`src/rtl/ahb3lite_pkg.sv`:
```
// Shared AHB3-Lite definitions used across the interconnect.
package ahb3lite_pkg;

  // HTRANS encodings.
  localparam logic [1:0] HTRANS_IDLE   = 2'b00;
  localparam logic [1:0] HTRANS_BUSY   = 2'b01;
  localparam logic [1:0] HTRANS_NONSEQ = 2'b10;
  localparam logic [1:0] HTRANS_SEQ    = 2'b11;

endpackage : ahb3lite_pkg

```
`src/rtl/ahb3lite_interconnect_slave_priority.sv`:
```
// Finds the highest priority level requested by any master in the index
// range LO..HI that is currently selecting this slave. Returns 0 when no
// master in the range is requesting.
module ahb3lite_interconnect_slave_priority #(
  parameter int MASTERS       = 3,
  parameter int HI            = MASTERS - 1,
  parameter int LO            = 0,
  parameter int PRIORITY_BITS = (MASTERS == 1) ? 1 : $clog2(MASTERS)
) (
  input  logic [MASTERS-1:0]       HSEL,
  input  logic [PRIORITY_BITS-1:0] priority_i [MASTERS],
  output logic [PRIORITY_BITS-1:0] priority_o
);

  // Linear max over the requesting masters; ties need no resolution here,
  // the arbiter picks among equals.
  always_comb begin
    priority_o = '0;
    for (int i = LO; i <= HI; i++) begin
      if (HSEL[i] && (priority_i[i] > priority_o)) begin
        priority_o = priority_i[i];
      end
    end
  end

endmodule : ahb3lite_interconnect_slave_priority

```
`src/rtl/ahb3lite_interconnect_slave_arbiter.sv`:
```
// Per-slave-port arbiter. Picks one master among those requesting at the
// highest priority level, rotating fairly among equals, holds the grant for
// bursts and locked sequences, and tracks which master owns the data phase.
//
// Handshake: HREADY is the slave's acceptance strobe. An address phase is
// accepted only on a rising edge with HREADY=1; with HREADY=0 every piece of
// state (grant, round-robin pointer, data phase) is frozen. The grant outputs
// name the address-phase owner; data_valid/data_idx name the master whose
// transfer was accepted on the previous HREADY=1 edge.
module ahb3lite_interconnect_slave_arbiter
  import ahb3lite_pkg::*;
#(
  parameter int MASTERS       = 3,
  parameter int MASTER_BITS   = (MASTERS == 1) ? 1 : $clog2(MASTERS),
  parameter int PRIORITY_BITS = (MASTERS == 1) ? 1 : $clog2(MASTERS)
) (
  input  logic                     HCLK,
  input  logic                     HRESET,
  input  logic [MASTERS-1:0]       HSEL,
  input  logic [PRIORITY_BITS-1:0] priority_i [MASTERS],
  input  logic [1:0]               HTRANS     [MASTERS],
  input  logic [MASTERS-1:0]       HMASTLOCK,
  input  logic                     HREADY,
  output logic                     grant_valid,
  output logic [MASTERS-1:0]       grant_onehot,
  output logic [MASTER_BITS-1:0]   grant_idx,
  output logic                     data_valid,
  output logic [MASTER_BITS-1:0]   data_idx
);

  // Pointer starts at the last master so master 0 is first among equals.
  localparam logic [MASTER_BITS-1:0] LAST_IDX_RESET = MASTER_BITS'(MASTERS - 1);

  logic [PRIORITY_BITS-1:0] top_prio;
  logic [MASTERS-1:0]       cand;
  logic [MASTER_BITS-1:0]   last_idx;
  logic                     owner_sel;
  logic                     owner_lock;
  logic [1:0]               owner_trans;
  logic                     hold;
  logic                     win_found;
  logic [MASTER_BITS-1:0]   win_idx;
  logic [MASTER_BITS:0]     rr_result;

  // Round-robin search: the first requesting index after 'last', wrapping at
  // MASTERS (not at 2**MASTER_BITS). Scanning from the farthest position to
  // the nearest lets the nearest match overwrite the result. Returns
  // {found, index}.
  function automatic logic [MASTER_BITS:0] rr_pick(
    input logic [MASTERS-1:0]     req,
    input logic [MASTER_BITS-1:0] last
  );
    logic [MASTER_BITS:0] result;
    int                   idx;
    result = '0;
    for (int k = MASTERS; k >= 1; k--) begin
      idx = int'(last) + k;
      if (idx >= MASTERS) begin
        idx = idx - MASTERS;
      end
      if (req[idx]) begin
        result = {1'b1, MASTER_BITS'(idx)};
      end
    end
    return result;
  endfunction

  ahb3lite_interconnect_slave_priority #(
    .MASTERS       (MASTERS),
    .HI            (MASTERS - 1),
    .LO            (0),
    .PRIORITY_BITS (PRIORITY_BITS)
  ) u_priority (
    .HSEL       (HSEL),
    .priority_i (priority_i),
    .priority_o (top_prio)
  );

  // Candidates are the requesting masters at the winning priority level.
  always_comb begin
    cand = '0;
    for (int i = 0; i < MASTERS; i++) begin
      cand[i] = HSEL[i] && (priority_i[i] == top_prio);
    end
  end

  // Gather the current owner's request, lock and transfer type. A compare
  // loop keeps the index inside 0..MASTERS-1 for any MASTERS value.
  always_comb begin
    owner_sel   = 1'b0;
    owner_lock  = 1'b0;
    owner_trans = HTRANS_IDLE;
    for (int i = 0; i < MASTERS; i++) begin
      if (grant_idx == MASTER_BITS'(i)) begin
        owner_sel   = HSEL[i];
        owner_lock  = HMASTLOCK[i];
        owner_trans = HTRANS[i];
      end
    end
  end

  // The owner keeps the grant through a locked sequence or while it is in
  // the middle of a burst (BUSY/SEQ); dropping HSEL always releases it.
  always_comb begin
    hold = grant_valid && owner_sel &&
           (owner_lock || (owner_trans == HTRANS_BUSY) || (owner_trans == HTRANS_SEQ));
  end

  // Winner of this cycle's arbitration, using this cycle's inputs so a
  // release and a new request in the same cycle leave no idle bubble.
  always_comb begin
    rr_result = rr_pick(cand, last_idx);
    win_found = rr_result[MASTER_BITS];
    win_idx   = rr_result[MASTER_BITS-1:0];
  end

  // Grant, round-robin pointer and data-phase registers; everything advances
  // only on an accepted address phase.
  always_ff @(posedge HCLK) begin
    if (HRESET) begin
      grant_valid <= 1'b0;
      grant_idx   <= '0;
      last_idx    <= LAST_IDX_RESET;
      data_valid  <= 1'b0;
      data_idx    <= '0;
    end else if (HREADY) begin
      data_valid <= grant_valid && owner_sel && owner_trans[1];
      data_idx   <= grant_idx;
      if (!hold) begin
        if (win_found) begin
          grant_valid <= 1'b1;
          grant_idx   <= win_idx;
          last_idx    <= win_idx;
        end else begin
          grant_valid <= 1'b0;
        end
      end
    end
  end

  // One-hot view derived from the binary owner so the two can never disagree.
  always_comb begin
    grant_onehot = '0;
    for (int i = 0; i < MASTERS; i++) begin
      grant_onehot[i] = grant_valid && (grant_idx == MASTER_BITS'(i));
    end
  end

endmodule : ahb3lite_interconnect_slave_arbiter

```
`config.mk`:
```
export PLATFORM = sky130hd
export DESIGN_NAME = ahb3lite_interconnect_slave_arbiter
export DESIGN_NICKNAME = d
export VERILOG_FILES = /design/src/rtl/ahb3lite_pkg.sv /design/src/rtl/ahb3lite_interconnect_slave_priority.sv /design/src/rtl/ahb3lite_interconnect_slave_arbiter.sv
export SDC_FILE = /design/constraint.sdc
export NUM_CORES = 1
export LEC_CHECK = 0
export BUFFER_PORTS_ARGS = -buffer_cell sky130_fd_sc_hd__buf_2
export CORE_UTILIZATION = 53
export CTS_BUF_LIST = sky130_fd_sc_hd__clkbuf_8 sky130_fd_sc_hd__clkbuf_16
export CTS_CLUSTER_DIAMETER = 200
export DETAILED_ROUTE_END_ITERATION = 7
export GPL_ROUTABILITY_DRIVEN = 0
export PLACE_DENSITY = 0.95
export SLEW_MARGIN = 20
export SYNTH_ARGS = -nofsm -noshare
export SYNTH_HDL_FRONTEND = slang
export SYNTH_HIERARCHICAL = 1
export SYNTH_SLANG_ARGS = --single-unit
```
`constraint.sdc`:
```
create_clock -name HCLK -period 6.9 [get_ports HCLK]
set_clock_uncertainty 0.1 [all_clocks]
set_input_delay 0.69 -clock HCLK [delete_from_list [all_inputs] [get_ports HCLK]]
set_output_delay 0.69 -clock HCLK [all_outputs]
set_load 0.005 [all_outputs]
```
==> flow_summary.toml, run 1 <==
[run_status]
outcome = "finished clean"

[grt]
grt_max_degree = 17
overflow = 0
antenna_found_initial = 0
grt_pass1_wl_um = 3420
grt_pass1_vias = 820
track_usage_pct = 25.3

[floorplanning]
die_y_um = 42.7
die_x_um = 42.7
start_util_pct = 57.6
rows = 14
dieArea_um2 = 1820
ioPinCount = 30
fp.coreArea_um2 = 1520

[pwr]
p_leak_nw = 0.509
fin_total_pwr_mw = 0.193
ir_drop_mv = 0.128
power_density_nw_per_um2 = 181

[cts]
cts_sinks = 7
postCtsSetupRepairBufs = 0
cts_made_buffers = 3
htreeDepth = 1
clkLatencyLatePin_ns = 0.23
cts_resized = 0
cts-hold-fix-buffers = 0
cts_tree = "yes"
clock_path_buffers = 2
root_buffer = "clkbuf_8"
clkTransAtPathRegs_ns = 0.04

[timing]
rsz0062_at_grt = "false"
slew_violations = 0
post-route-period-util_pct = 61.5
slew_headroom_pct = 62.7
setup_tns_ns = 0
hold_viol_final = 0
max_freq_mhz = 236
whs_ns = 0.357
period_needed_ns = 4.24
setup_viol = 0
tightest_slew_ns = 0.559

[place]
dpl.hpwl_um = 1560
dpl-instance-area_um2 = 1020
io_buffers = 29

[routing]
vias = 894
route.detailed.drc = 0
antenna_left = 0
dr.pass1.iters = 4
drtIter0Drc = 22
routed_wl_um = 2030
wire_per_inst_um = 13.5
avgViaCountPerCell = 5.96

[synth]
synthesis.nets = 134
syn_avg_cell_area_um2 = 8.27
postSynth.asyncResetShare_pct = 0
yosysWarningCount = 6
synth-seq-area-share_pct = 16.0
synthCells = 106
synth_area_leaders = "dfxtp_1, ha_1, mux2i_1"
synth_common_cells = "inv_1, nor2_1"
synth_seq_cells = 7
yosys.area.top_type = "dfxtp_1"
syn_area_um2 = 877
synth_edf_count = 0
synthFlopType = "dfxtp_1"
yosysTopAreaCellShare_pct = 16.0
synthDistinctLibCells = 41

[setup_path]
worstPathMaxFanout = 7
crit_type = "in -> reg"
startpoint = "HSEL[0]"
required_ns = 6.96
reg2reg_from = "grant_idx[0]"
end_kind = "flip-flop"
arrival_ns = 4.31
reg2reg_depth = 7
critPathLaunchType = "input port"

[finish]
layout-drive-gt1-share_pct = 32.1
area_growth_pct = 21.3
n_antenna_cell = 0
final_area_um2 = 1060
nets = 163

[flow_run]
drv_cap = 0

[worst_hold_path]
holdCritPathClass = "reg -> reg"
holdPathStages = 2
hp-start = "data_valid"
-- cell families (layout without fill, tap and decap cells) --
family | after synthesis | count (layout) | share of synthesized area, %
and+or+nand+nor | 36 | 36 | 23.0
AOI/OAI and AO/OA | 25 | 25 | 24.3
buffers and inverters | 13 | 41 | 6.13
muxes | 10 | 10 | 12.7
xor gates and xnor gates | 8 | 8 | 7.99
adders and majority gates | 7 | 7 | 9.99
DFF | 7 | 7 | 16.0
-- cell usage in the layout (no fill, tap or decap), types with 2 or more instances in the layout --
master	synthesis	routed
nand2_1	7	7
clkbuf_8	0	3
nor2b_1	2	2
nand2b_1	4	4
nand3_2	2	2
a311oi_1	2	2
xor2_1	2	2
inv_1	8	9
xnor2_1	6	6
ha_1	7	7
mux2_4	2	2
dfxtp_1	7	7
o32ai_1	2	2
a21oi_1	5	5
and2_1	2	2
nor3b_1	3	3
nor2_1	8	8
o21ai_0	4	4
nor3_1	3	3
buf_2	1	29
mux2i_1	7	7
-- worst max-delay path, stage by stage --
cell and delay [ns]:
buf_2 0.15, nand2_1 0.10, ha_1 0.31, nor2b_2 0.16, o211ai_2 0.18, mux2_2 0.37
ha_1 0.28, nor2b_1 0.13, o211ai_1 0.29, nor2_1 0.07, a21oi_1 0.40, xnor2_1 0.20
o2111ai_2 0.13, o21ai_2 0.11, o41ai_4 0.51, mux2i_1 0.23
-- where the power goes --
part / internal (mW) / switching (mW) / total, mW
combinational: 0.0411 / 0.0465 / 0.0876
clock: 0.0386 / 0.0192 / 0.0577
sequential: 0.0435 / 0.00410 / 0.0476
total: 0.123 / 0.0697 / 0.193
-- area by class of cell --
cell class | instances | area [um^2]
Multi-Input combinational cell | 86 | 683
Fill cell | 119 | 460
Timing Repair Buffer | 29 | 145
Sequential cell | 7 | 140
Clock buffer | 3 | 41.3
Inverter | 8 | 30.0
Tap cell | 16 | 20.0
Clock inverter | 1 | 3.75
-- routing by layer --
layer / track usage (%) / routed length, um / up-vias
li1: - / - / 444
met1: 28.3 / 836 / 420
met2: 45.2 / 1090 / 26
met3: 6.38 / 84 / 4
met4: 9.38 / 25 / 0
met5: 0 / 0 / -
-- per-stage QoR --
stage | setup slack, ns | cells | utilization [%]
CTS | 2.68 | 150 | 69.8
global route | 2.40 | 150 | 69.8
global placement | 2.59 | 146 | 66.8
finish | 2.66 | 150 | 69.8
floorplan | 2.95 | 106 | -
detailed placement | 2.44 | 146 | 66.8
-- sequential cells by signal, indices dropped and copies added (netlist names) --
register,cells
data_idx,2
last_idx,1
grant_valid,1
data_valid,1
grant_idx,2
-- path summary, 6_finish.rpt --
path / endpoint / slack, ns
max: grant_idx[0] / 2.66
min: data_valid / 0.36
max reg2reg: grant_idx[0] / 4.06
min reg2reg: data_valid / 0.36
(Power assumes the default switching activity.)
==> run 2: changes to the inputs <==
Settings changed: CORE_UTILIZATION 53 to 44, PLACE_DENSITY 0.95 to 0.86.
Clock period 6.9 ns to 3.8 ns, I/O delays scaled along.
==> run 2 against run 1 <==
  * Flip-flop and latch count stayed put
  * Clock power rose by 75%
  * Total power grew 93%
  * Sequential power increased by 83%
  * Critical path type unchanged
  * Critical endpoint is now last_idx[1]
==> flow_summary.toml, run 2 (synthesis gave the netlist of run 1 again) <==
[setup_path]
reg2reg_from = "grant_idx[0]"
crit_type = "in -> reg"
end_kind = "flip-flop"
crit_chain = "buf_2 -> nand2_1 -> ha_1 -> nor2b_2 -> o211ai_2 -> mux2_4 -> ha_4 -> nor2b_1 -> o211ai_1 -> mux2_4 -> xnor2_1 -> nand3_2 -> o21ai_4 -> o41ai_4 -> mux2i_1"
critPathTopFamily = "compound AO/OA/AOI/OAI gates"
critPathLaunchType = "input port"
worstPathMaxFanout = 5
slowest_delay_ns = 0.50
crit_path_top_delay_cell = "o41ai_4"
rr_endpoint = "last_idx[1]"
arrival_ns = 3.75
reg2reg_depth = 7
required_ns = 3.85
worstPathBufferInverterCount = 1
crit_top_cell = "mux2_4"
r2r_slack_ns = 0.88

[floorplanning]
start_util_pct = 48.7
rows = 15
die_y_um = 46.6
ioPinCount = 30
dieArea_um2 = 2180
die_x_um = 46.6
fp.coreArea_um2 = 1800

[finish]
fill_cells = 151
nets = 168
top_regs = "data_idx: 2 flops, grant_idx: 2 flops"
layout-drive-gt1-share_pct = 38.1
area_growth_pct = 32.4
n_antenna_cell = 0
finalNonFillerCells = 164
regArea_um2 = 140
mostFrequentLayoutCells = "buf_2, inv_1, nor2_1"
multi_input_area_um2 = 732
final_common_cell = "buf_2"

[grt]
grt_pass1_wl_um = 3420
grt_max_degree = 17
track_usage_pct = 21.6
overflow = 0
grt_pass1_vias = 840
antenna_found_initial = 0

[routing]
dr.pass1.iters = 4
wire_per_inst_um = 12.9
avgViaCountPerCell = 5.37
routed_wl_um = 2120
drtIter0Drc = 21
vias = 880
antenna_left = 0
route.detailed.drc = 0

[timing]
hold_viol_final = 0
setup_tns_ns = 0
max_freq_mhz = 270
tightest_slew_ns = 0.589
post-route-period-util_pct = 97.3
setup_viol = 0
period_needed_ns = 3.70
slew_violations = 0
slew_headroom_pct = 60.7

[worst_hold_path]
holdPathStages = 2
hp-start = "HRESET"
holdCritPathClass = "in -> reg"
min_to = "data_valid"

[run_status]
outcome = "finished clean"

[cts]
clock_path_buffers = 2
clkLatencyLatePin_ns = 0.23
cts_made_buffers = 3
htreeDepth = 1
root_buffer = "clkbuf_8"
cts_tree = "yes"
cts_sinks = 7
postCtsSetupRepairBufs = 0
clkTransAtPathRegs_ns = 0.04

[place]
dp_cells = 160
dpl.hpwl_um = 1640
io_buffers = 29

[flow_run]
drv_cap = 0

[pwr]
power_density_nw_per_um2 = 320
p_leak_nw = 0.556
ir_drop_mv = 0.288
run 2: layout make-up:
cell class | instances | area share, %
tap | 25 | 2.69
clock buffer | 3 | 3.56
clock inverter | 1 | 0.323
timing repair buffer | 34 | 15.7
multi-input combinational | 86 | 63.0
sequential | 7 | 12.1
inverter | 8 | 2.59
run 2: through the flow:
stage | setup WS (ns) | hold slack, ns | total power [mW] | area (um^2) | utilization, %
4_1_cts | 0.119 | 0.337 | 0.359 | 1110 | 61.7
2_1_floorplan | 0.159 | 0.353 | 0.209 | 877 | -
6_report | 0.101 | 0.338 | 0.372 | 1160 | 64.4
3_3_place_gp | 0.0317 | 0.353 | 0.248 | 1070 | 59.2
3_5_place_dp | -0.0897 | 0.360 | 0.256 | 1070 | 59.2
5_1_grt | -0.000874 | 0.339 | 0.398 | 1160 | 64.4
run 2: layer usage:
metal	vias to the layer above	routed length [um]	track usage [%]
li1	450	-	-
met1	404	977	26.6
met2	26	1050	38.6
met3	0	95	7.06
met4	0	0	0
met5	-	0	0
run 2: how the worst max path moves through the flow:
stage / endpoint / slack [ns] / cells past startpoint / from
after floorplan: grant_idx[0] / 0.16 / 15 / HSEL[0]
after global placement: last_idx[1] / 0.03 / 15 / HSEL[0]
after detailed placement: last_idx[1] / -0.09 / 15 / HSEL[0]
after CTS: last_idx[1] / 0.12 / 15 / HSEL[0]
after global routing: last_idx[1] / -0.0009 / 17 / HSEL[0]
final: last_idx[1] / 0.10 / 15 / HSEL[0]
run 2: power by group:
part / switching (mW) / total [mW] / internal (mW)
sequential: 0.00789 / 0.0869 / 0.0790
combinational: 0.0952 / 0.184 / 0.0887
clock: 0.0315 / 0.101 / 0.0697
total: 0.135 / 0.372 / 0.237
run 2: timing repair:
item | in CTS | in global routing
resized for setup | 0 | 8
hold buffers | 0 | 0
setup endpoints to repair | 0 | 4
